File: config.mk
export PLATFORM = sky130hd
export DESIGN_NAME = mac3_sequencer
export DESIGN_NICKNAME = d
export VERILOG_FILES = /design/src/rtl/mac3_seq_pkg.sv /design/src/rtl/mac3_seq_tag_pipe.sv /design/src/rtl/mac3_sequencer.sv
export SDC_FILE = /design/constraint.sdc
export NUM_CORES = 1
export LEC_CHECK = 0
export CAP_MARGIN = 20
export CORE_MARGIN = 5
export CORE_UTILIZATION = 30
export CTS_CLUSTER_SIZE = 40
export DETAILED_ROUTE_END_ITERATION = 10
export SLEW_MARGIN = 25
export SYNTH_ARGS = -nofsm -noshare
export SYNTH_HDL_FRONTEND = slang
export SYNTH_HIERARCHICAL = 1
export SYNTH_SLANG_ARGS = --single-unit
File: constraint.sdc
create_clock -name clk -period 5 [get_ports clk]
set_input_delay 1 -clock clk [delete_from_list [all_inputs] [get_ports clk]]
set_output_delay 1 -clock clk [all_outputs]
set_load 0.05 [all_outputs]
File: src/rtl/mac3_seq_pkg.sv
// rtl/mac3_seq_pkg.sv - shared state encoding and MAC latency constants for mac3_sequencer
package mac3_seq_pkg;

    // Fixed pipeline depth of the 3-lane MAC, from input_valid to mac_out.
    localparam int MAC_LATENCY = 4;

    // Enabled zero-operand cycles needed after the last issue to push the
    // final tag from tag[0] to tag[MAC_LATENCY-1].
    localparam int FLUSH_LEN = MAC_LATENCY - 1;

    localparam int FLUSH_CNT_WIDTH = $clog2(MAC_LATENCY);

    typedef enum logic [2:0] {
        IDLE,
        COMPUTE,
        FLUSH,
        DRAIN,
        DONE
    } state_t;

endpackage

File: src/rtl/mac3_seq_tag_pipe.sv
// rtl/mac3_seq_tag_pipe.sv - enable-gated tag shift register tracking finished outputs through the MAC
//
// Ports:
//   clk, rst_n   clock, asynchronous active-low reset
//   en           advance the pipe (same cycle as MAC input_valid)
//   tag_in       1 when the issued group is the last of an output
//   clear_last   drop the last-stage tag once it has been captured
//   tag_last     last stage: mac_out holds a finished output this cycle
//   any_tag      at least one tag still in flight
module mac3_seq_tag_pipe
    import mac3_seq_pkg::*;
#(
    parameter int DEPTH = MAC_LATENCY
) (
    input  logic clk,
    input  logic rst_n,
    input  logic en,
    input  logic tag_in,
    input  logic clear_last,
    output logic tag_last,
    output logic any_tag
);

    logic [DEPTH-1:0] tags;

    // When the pipe is frozen but the last tag was consumed, clear it so the
    // same mac_out is not captured twice. When the pipe advances, the shift
    // already retires the last stage.
    always_ff @(posedge clk or negedge rst_n) begin
        if (!rst_n) begin
            tags <= '0;
        end else if (en) begin
            tags <= {tags[DEPTH-2:0], tag_in};
        end else if (clear_last) begin
            tags[DEPTH-1] <= 1'b0;
        end
    end

    assign tag_last = tags[DEPTH-1];
    assign any_tag  = |tags;

endmodule

File: src/rtl/mac3_sequencer.sv
// rtl/mac3_sequencer.sv - issue/result sequencer for one 3-lane pipelined MAC
//
// Ports:
//   clk, arst_n_in              clock, asynchronous active-low reset
//   start, num_groups,
//   num_outputs, use_bias       job launch and job shape (latched on start)
//   bias_in                     seed used on the first group of each output
//   op_valid/op_ready,
//   op_a, op_b                  operand triple stream {x2,x1,x0}
//   mac_input_valid,
//   mac_accumulate_internal,
//   mac_partial_sum,
//   mac_a, mac_b                MAC issue side
//   mac_out                     MAC result (already scaled/truncated)
//   mac_out_written_to_mem      pulse on each result handshake
//   res_valid/res_ready,
//   res_data                    captured result stream
//   busy, done                  job active / 1-cycle end-of-job pulse
module mac3_sequencer
    import mac3_seq_pkg::*;
#(
    parameter int A_WIDTH           = 16,
    parameter int B_WIDTH           = 16,
    parameter int ACCUMULATOR_WIDTH = 32,
    parameter int OUTPUT_WIDTH      = 16,
    parameter int CNT_WIDTH         = 16
) (
    input  logic                         clk,
    input  logic                         arst_n_in,
    input  logic                         start,
    input  logic [CNT_WIDTH-1:0]         num_groups,
    input  logic [CNT_WIDTH-1:0]         num_outputs,
    input  logic                         use_bias,
    input  logic [ACCUMULATOR_WIDTH-1:0] bias_in,
    input  logic                         op_valid,
    output logic                         op_ready,
    input  logic [3*A_WIDTH-1:0]         op_a,
    input  logic [3*B_WIDTH-1:0]         op_b,
    output logic                         mac_input_valid,
    output logic                         mac_accumulate_internal,
    output logic [ACCUMULATOR_WIDTH-1:0] mac_partial_sum,
    output logic [3*A_WIDTH-1:0]         mac_a,
    output logic [3*B_WIDTH-1:0]         mac_b,
    output logic                         mac_out_written_to_mem,
    input  logic [OUTPUT_WIDTH-1:0]      mac_out,
    output logic                         res_valid,
    input  logic                         res_ready,
    output logic [OUTPUT_WIDTH-1:0]      res_data,
    output logic                         busy,
    output logic                         done
);

    state_t                     state;
    state_t                     state_next;
    logic [CNT_WIDTH-1:0]       ng_q;
    logic [CNT_WIDTH-1:0]       no_q;
    logic                       use_bias_q;
    logic [CNT_WIDTH-1:0]       grp_cnt;
    logic [CNT_WIDTH-1:0]       out_cnt;
    logic [FLUSH_CNT_WIDTH-1:0] flush_cnt;

    logic issue;
    logic last_grp;
    logic last_out;
    logic tag_last;
    logic any_tag;
    logic stall;
    logic capture;

    assign last_grp = (grp_cnt == ng_q - 1'b1);
    assign last_out = (out_cnt == no_q - 1'b1);

    // A finished output sitting at mac_out that cannot be captured freezes
    // the whole MAC so mac_out keeps presenting it.
    assign stall   = tag_last & res_valid & ~res_ready;
    assign capture = tag_last & ~stall;

    always_comb begin
        state_next              = state;
        op_ready                = 1'b0;
        issue                   = 1'b0;
        mac_input_valid         = 1'b0;
        mac_accumulate_internal = 1'b0;
        mac_partial_sum         = '0;
        mac_a                   = '0;
        mac_b                   = '0;
        done                    = 1'b0;

        case (state)
            IDLE: begin
                if (start) begin
                    if (num_groups == '0 || num_outputs == '0) begin
                        state_next = DONE;
                    end else begin
                        state_next = COMPUTE;
                    end
                end
            end

            COMPUTE: begin
                op_ready        = ~stall;
                issue           = op_valid & ~stall;
                mac_input_valid = issue;
                mac_a           = op_a;
                mac_b           = op_b;
                if (grp_cnt == '0) begin
                    mac_accumulate_internal = 1'b0;
                    mac_partial_sum         = use_bias_q ? bias_in : '0;
                end else begin
                    mac_accumulate_internal = 1'b1;
                end
                if (issue && last_grp && last_out) begin
                    state_next = FLUSH;
                end
            end

            // Zero operands with accumulate=1 leave the accumulator untouched
            // while the last products drain through the pipe.
            FLUSH: begin
                mac_input_valid         = ~stall;
                mac_accumulate_internal = 1'b1;
                if (!stall && flush_cnt == FLUSH_CNT_WIDTH'(FLUSH_LEN - 1)) begin
                    state_next = DRAIN;
                end
            end

            DRAIN: begin
                if (!res_valid && !any_tag) begin
                    state_next = DONE;
                end
            end

            DONE: begin
                done       = 1'b1;
                state_next = IDLE;
            end

            default: begin
                state_next = IDLE;
            end
        endcase
    end

    always_ff @(posedge clk or negedge arst_n_in) begin
        if (!arst_n_in) begin
            state      <= IDLE;
            ng_q       <= '0;
            no_q       <= '0;
            use_bias_q <= 1'b0;
            grp_cnt    <= '0;
            out_cnt    <= '0;
            flush_cnt  <= '0;
        end else begin
            state <= state_next;
            case (state)
                IDLE: begin
                    if (start) begin
                        ng_q       <= num_groups;
                        no_q       <= num_outputs;
                        use_bias_q <= use_bias;
                        grp_cnt    <= '0;
                        out_cnt    <= '0;
                        flush_cnt  <= '0;
                    end
                end
                COMPUTE: begin
                    if (issue) begin
                        if (last_grp) begin
                            grp_cnt <= '0;
                            out_cnt <= out_cnt + 1'b1;
                        end else begin
                            grp_cnt <= grp_cnt + 1'b1;
                        end
                    end
                end
                FLUSH: begin
                    if (!stall) begin
                        flush_cnt <= flush_cnt + 1'b1;
                    end
                end
                default: begin
                end
            endcase
        end
    end

    // One-entry result buffer; accept and capture in the same cycle hand
    // over to the new data without a bubble.
    always_ff @(posedge clk or negedge arst_n_in) begin
        if (!arst_n_in) begin
            res_valid <= 1'b0;
            res_data  <= '0;
        end else if (capture) begin
            res_valid <= 1'b1;
            res_data  <= mac_out;
        end else if (res_valid && res_ready) begin
            res_valid <= 1'b0;
        end
    end

    mac3_seq_tag_pipe #(
        .DEPTH(MAC_LATENCY)
    ) u_tag_pipe (
        .clk       (clk),
        .rst_n     (arst_n_in),
        .en        (mac_input_valid),
        .tag_in    (issue & last_grp),
        .clear_last(capture),
        .tag_last  (tag_last),
        .any_tag   (any_tag)
    );

    assign mac_out_written_to_mem = res_valid & res_ready;
    assign busy                   = (state != IDLE);

endmodule

# After elaboration in Yosys (flattened, before gate mapping)
# Index checks and enable logic that the tools add are counted.
# word_totals
wordCells	93
out_inout_bits	151
register_bits	91
rom_bits	0
latch_bits	0
mem_count	0
inputBits	182
ramBits	0
# op_classes
n_lt_le_gt_ge	0
mul	0
div	0
shift	0
addsub	5
mux	31
reduce_logical	24
bitwise_logic	8
eq_ne	14
# op_table
operator	count
$mux 32	3
$mux 48	2
$mux 16	5
$pmux 16 s2	2
$logic_not 16->1	3
$add 16x1->16 const B	2
$eq 16x16->1	2
$sub 16x1->16 const B	2
$mux 3	5
$ne 2x2->1 const B	7
$pmux 3 s4	1
$mux 1	8
$reduce_and 4->1	2
$reduce_bool 2->1	4
$and 1x1->1	6
$eq 3x2->1 const B	2
$reduce_and 3->1	2
$logic_and 1x1->1	5
$mux 2	2
$pmux 1 s2	2
$pmux 2 s2	1
$reduce_or 4->1	1
$eq 3x1->1 const B	1
$eq 3x3->1 const B	1
other kinds (8)	11

# Logic depth before layout (Yosys ltp)
# logic_depth
word_depth	8
depth_mapped	12
mapped_depth_nobuf	10

# Modules after synthesis
# Netlist, hierarchy kept.
# by_module_without_submodules
mod	area_per_inst_um2	instances	cells_per_inst	seq_area_each_um2
mac3_sequencer	5945.7	1	719	2177.1
mac3_seq_tag_pipe	155.1	1	10	100.1

# Worst setup path after synthesis
# No wires, ideal clock.
# synth_path
path_kind	reg-to-output
startpoint	register state[2]
endpoint	output mac_input_valid
t_required_ns	4.000
slack_ns	1.138
arrival_time_ns	2.862
stages_incl_launch_ff	6
n_path_buf	2
path_cell_list	dfrtp_1 > clkbuf_1 > nor3b_1 > clkbuf_1 > nand2_1 > a21boi_0
# synth_via
elab_chain_len	2
word_cells_on_any_way	3
cone_classes	eq/ne: 2; mux: 1
# synth_lines
item	line_no	text
start, declared	mac3_sequencer.sv:53	state_t state;
start signal, assigned	mac3_sequencer.sv:154	state <= state_next;
$eq 3x2->1 or $eq 3x1->1 (tied branches)	mac3_sequencer.sv:89	case (state)
$pmux 1 s2 (*)	mac3_sequencer.sv:89	
end, declared	mac3_sequencer.sv:39	output logic mac_input_valid,
# Every way passes the cells marked *; elsewhere a longest branch is shown, timed or not.

# Worst setup path after layout
# layout_path
startpoint	register grp_cnt[0]
endpoint	output mac_partial_sum[28]
# layout_via
elab_chain_len	3
# layout_lines
item	line_no	text
start, declared	mac3_sequencer.sv:58	logic [CNT_WIDTH-1:0] grp_cnt;
start signal, assigned	mac3_sequencer.sv:172	grp_cnt <= grp_cnt + 1'b1;
$logic_not 16->1	mac3_sequencer.sv:106	if (grp_cnt == '0) begin
$mux 32	mac3_sequencer.sv:106	
$mux 32	mac3_sequencer.sv:89	
end, declared	mac3_sequencer.sv:41	output logic [ACCUMULATOR_WIDTH-1:0] mac_partial_sum,
# No other way between the ends.

==> impl_metrics.csv <==
group,metric,value,unit
clock_network,post_cts_hold_buffer_count,0,
logic_synthesis,dominant_cells_by_area_after_synthesis,"dfrtp_1 (37%), and2_1 (14%), nand2_1 (7.7%), mux2_2 (4.4%), xor2_1 (4.0%)",
clock_network,total_setup_buffers_inserted_after_cts,0,
timing,period_share,0.822,
setup_path,timing.reg2reg.setup_slack,1.41,ns
logic_synthesis,mappedNetlistArea,6100,sq um
drt,dr.first_iter.drc_count,461,
global_route,antenna_violations_before_repair,8,
power_and_ir_drop,pwr-share-seq,0.319,
power_and_ir_drop,power.internal,1.87,mW
logic_synthesis,cell_count_after_synthesis,729,
floorplanning,initial_utilization,0.303,
power_and_ir_drop,totalPowerFinal,3.26,mW
power_and_ir_drop,power.static_leakage,4.20,nW
global_route,grt_pass1_wl,39600,um
clock_network,numCtsBuffers,9,
setup_path,critPathArrivalTime,3.11,ns
drt,detailedRoute.firstPassIterationCount,4,
logic_synthesis,synth.largest_area_cell,"dfrtp_1",
logic_synthesis,yosysTopAreaCellShare,0.373,
cells_and_area,drive_above_1_share,0.0565,
logic_synthesis,dominantRegCellSynth,"dfrtp_1",
drt,route.vias.total,6277,
cells_and_area,finish.cell_count_without_fillers,1321,
logic_synthesis,synth_edf_count,0,
timing,post_route_worst_setup_slack,0.889,ns
drt,detail-route-antenna-nets,0,
cells_and_area,multiInputGateArea,3600,sq um
logic_synthesis,synth.most_common_cell,"and2_1",
logic_synthesis,synthesis.nets,917,
place,gp_weighted_congestion,0.924,
timing,hold_ws,0.467,ns
cells_and_area,fillers,1907,
logic_synthesis,syn_area_per_cell,8.37,sq um
run,drv_cap,0,
global_route,largest_net_degree_at_the_start_of_global_routing,60,
clock_network,cts_tree,"done",
timing,timing_worst_slew_pin_value,0.782,ns
setup_path,worstSetupEndpointType,"output port",
clock_network,clock-root-buffer,"clkbuf_16",
cells_and_area,ff_latch_area,2280,sq um
floorplanning,floorplan.die_area,23300,sq um
drt,totalWireLength,27100,um
floorplanning,floorplan.io_pins,333,
drt,post_drt_via_cell_ratio,4.75,
place,preCtsSetupSlack,1.08,ns
global_route,first_global_vias,6033,
place,placed_cells,1299,
logic_synthesis,synth_async_sr_flop_share,1.00,
setup_path,critical_path.slowest_cell,"clkdlybuf4s50_1",
setup_path,cell_chain_critical_path,"inv_1 -> ha_1 -> nor4b_1 -> and4_1 -> and3_1 -> buf_4 -> and2_1 -> clkdlybuf4s50_1",
floorplanning,die_y,153,um
floorplanning,core_area,20100,sq um
setup_path,worstSetupStartpointType,"flop",
floorplanning,placementRows,52,
global_route,globalRoute.totalOverflow,0,
timing,hold_violations,0,
logic_synthesis,synth_common_cells,"and2_1 (134), nand2_1 (125), dfrtp_1 (91), nor2_1 (32)",
power_and_ir_drop,switching_power,1.40,mW
timing,post-route-min-period,4.11,ns
setup_path,crit_required,4.00,ns
timing,worst_slew_slack_as_a_fraction_of_its_limit,0.479,
worst_hold_path,holdCritPathClass,"reg2reg",
drt,drc_errors_left,0,
power_and_ir_drop,power-per-cell-area,328,nW/um^2
cells_and_area,final_nets,1228,
clock_network,clk_path_buf_depth,2,
clock_network,clkSlewWorstSetupHoldPaths,0.07,ns
timing,rsz0062_at_grt,"false",
floorplanning,dieWidth,153,um
power_and_ir_drop,clockPowerShare,0.211,
clock_network,clock-sinks,91,
setup_path,timing.critical_path.slowest_cell_delay,0.88,ns
logic_synthesis,synth_warnings,6,
logic_synthesis,synth.ff_latch_count,91,
setup_path,critical_path_class,"reg2out",
power_and_ir_drop,combPwrFrac,0.471,
logic_synthesis,ys_types,58,
place,io_buffers,332,
clock_network,postCtsResizedCells,0,
clock_network,worst_skew_pair.late_latency,0.35,ns
setup_path,path_max_fanout,32,
timing,fmaxAchievable,243,MHz
setup_path,worstRegToRegCells,8,
timing,slew_viol_final,0,
global_route,grt_total_usage,0.223,
run_status,outcome,"finished clean",
place,detailed_place_hpwl,22400,um
logic_synthesis,ys_seq_area_frac,0.373,
timing,worst_clock_skew,0.0123,ns
timing,final.setup.tns,0,ns
clock_network,cts.htree.levels,3,
power_and_ir_drop,power.share.switching,0.428,
power_and_ir_drop,irDropWorstVdd,201,uV
drt,wire_per_inst,20.5,um
timing,setup_viol,0,
worst_hold_path,min_path_cells,2,
cells_and_area,areaGrowthSynthToFinish,63.2,%
[cells by family (layout without fill, tap and decap cells)]
kind of cell,count (synthesis),after routing,share of synthesized area
other,0,6,0
XOR/XNOR,48,48,0.0689
AND/OR/NAND/NOR,416,416,0.368
buffers and inverters,55,371,0.0371
adder cells (fa/ha/maj),6,6,0.0123
AO/OA/AOI/OAI,82,82,0.0851
multiplexers,31,31,0.0558
flip-flops,91,91,0.373
[through the flow]
stage          instance area [sq um]  utilization
3_5_place_dp                    9650        0.480
2_1_floorplan                   6100            -
6_report                        9960        0.495
5_1_grt                         9950        0.495
3_3_place_gp                    9650        0.480
4_1_cts                         9940        0.495
[path summary, 6_finish.rpt]
path	from	endpoint
max	grp_cnt[0]	mac_partial_sum[28]
max in group asynchronous	arst_n_in	out_cnt[3]
min reg2reg	use_bias_q	use_bias_q
min	use_bias_q	use_bias_q
max reg2reg	ng_q[2]	out_cnt[15]
min in group asynchronous	arst_n_in	res_data[5]
[worst max-delay path, delay by kind of cell (launching register included)]
family	cells	cell delay [ns]
buffers and inverters	3	1.29
and+or+nand+nor	4	0.88
DFF	1	0.42
adders and majority gates	1	0.16
[power by group through the flow]
stage	logic [mW]	registers, mW	clock network (mW)
floorplan	1.00	1.02	0
global placement	1.53	1.05	0
detailed placement	1.54	1.05	0
CTS	1.55	1.04	0.705
global route	1.66	1.06	0.734
finish	1.54	1.04	0.687
[registers in the layout (all words and copies together), names as in the netlist]
signal	count
no_q	16
u_tag_pipe/tags	4
grp_cnt	16
state	3
ng_q	16
flush_cnt	2
res_valid	1
out_cnt	16
res_data	16
use_bias_q	1
[metal layers]
metal | vias to the layer above | GRT usage | share of wire
li1 | 3102 | - | -
met1 | 2917 | 0.256 | 0.39
met2 | 215 | 0.384 | 0.49
met3 | 41 | 0.0684 | 0.079
met4 | 2 | 0.0967 | 0.038
met5 | - | 0 | 0.00052
[cells in the final DEF, fill, tap and decap left out, types with 18 or more instances in the layout]
cell type        synthesis  routed
nand3_1                 20      20
xnor2_1                 20      20
mux2_2                  24      24
and2_1                 134     134
nor2_1                  32      32
clkdlybuf4s50_1          0     330
dfrtp_1                 91      91
o21ai_0                 24      24
a21oi_1                 18      18
nand2_1                125     125
xor2_1                  28      28
[final cells by class]
| type | instances | area share |
|---|---|---|
| timing repair buffer | 340 | 0.339 |
| inverter | 15 | 0.00565 |
| clock buffer | 10 | 0.0240 |
| tap | 270 | 0.0339 |
| multi-input combinational | 583 | 0.362 |
| antenna | 6 | 0.00151 |
| clock inverter | 6 | 0.00540 |
| sequential | 91 | 0.229 |
Power figures use the tool's default switching activity.
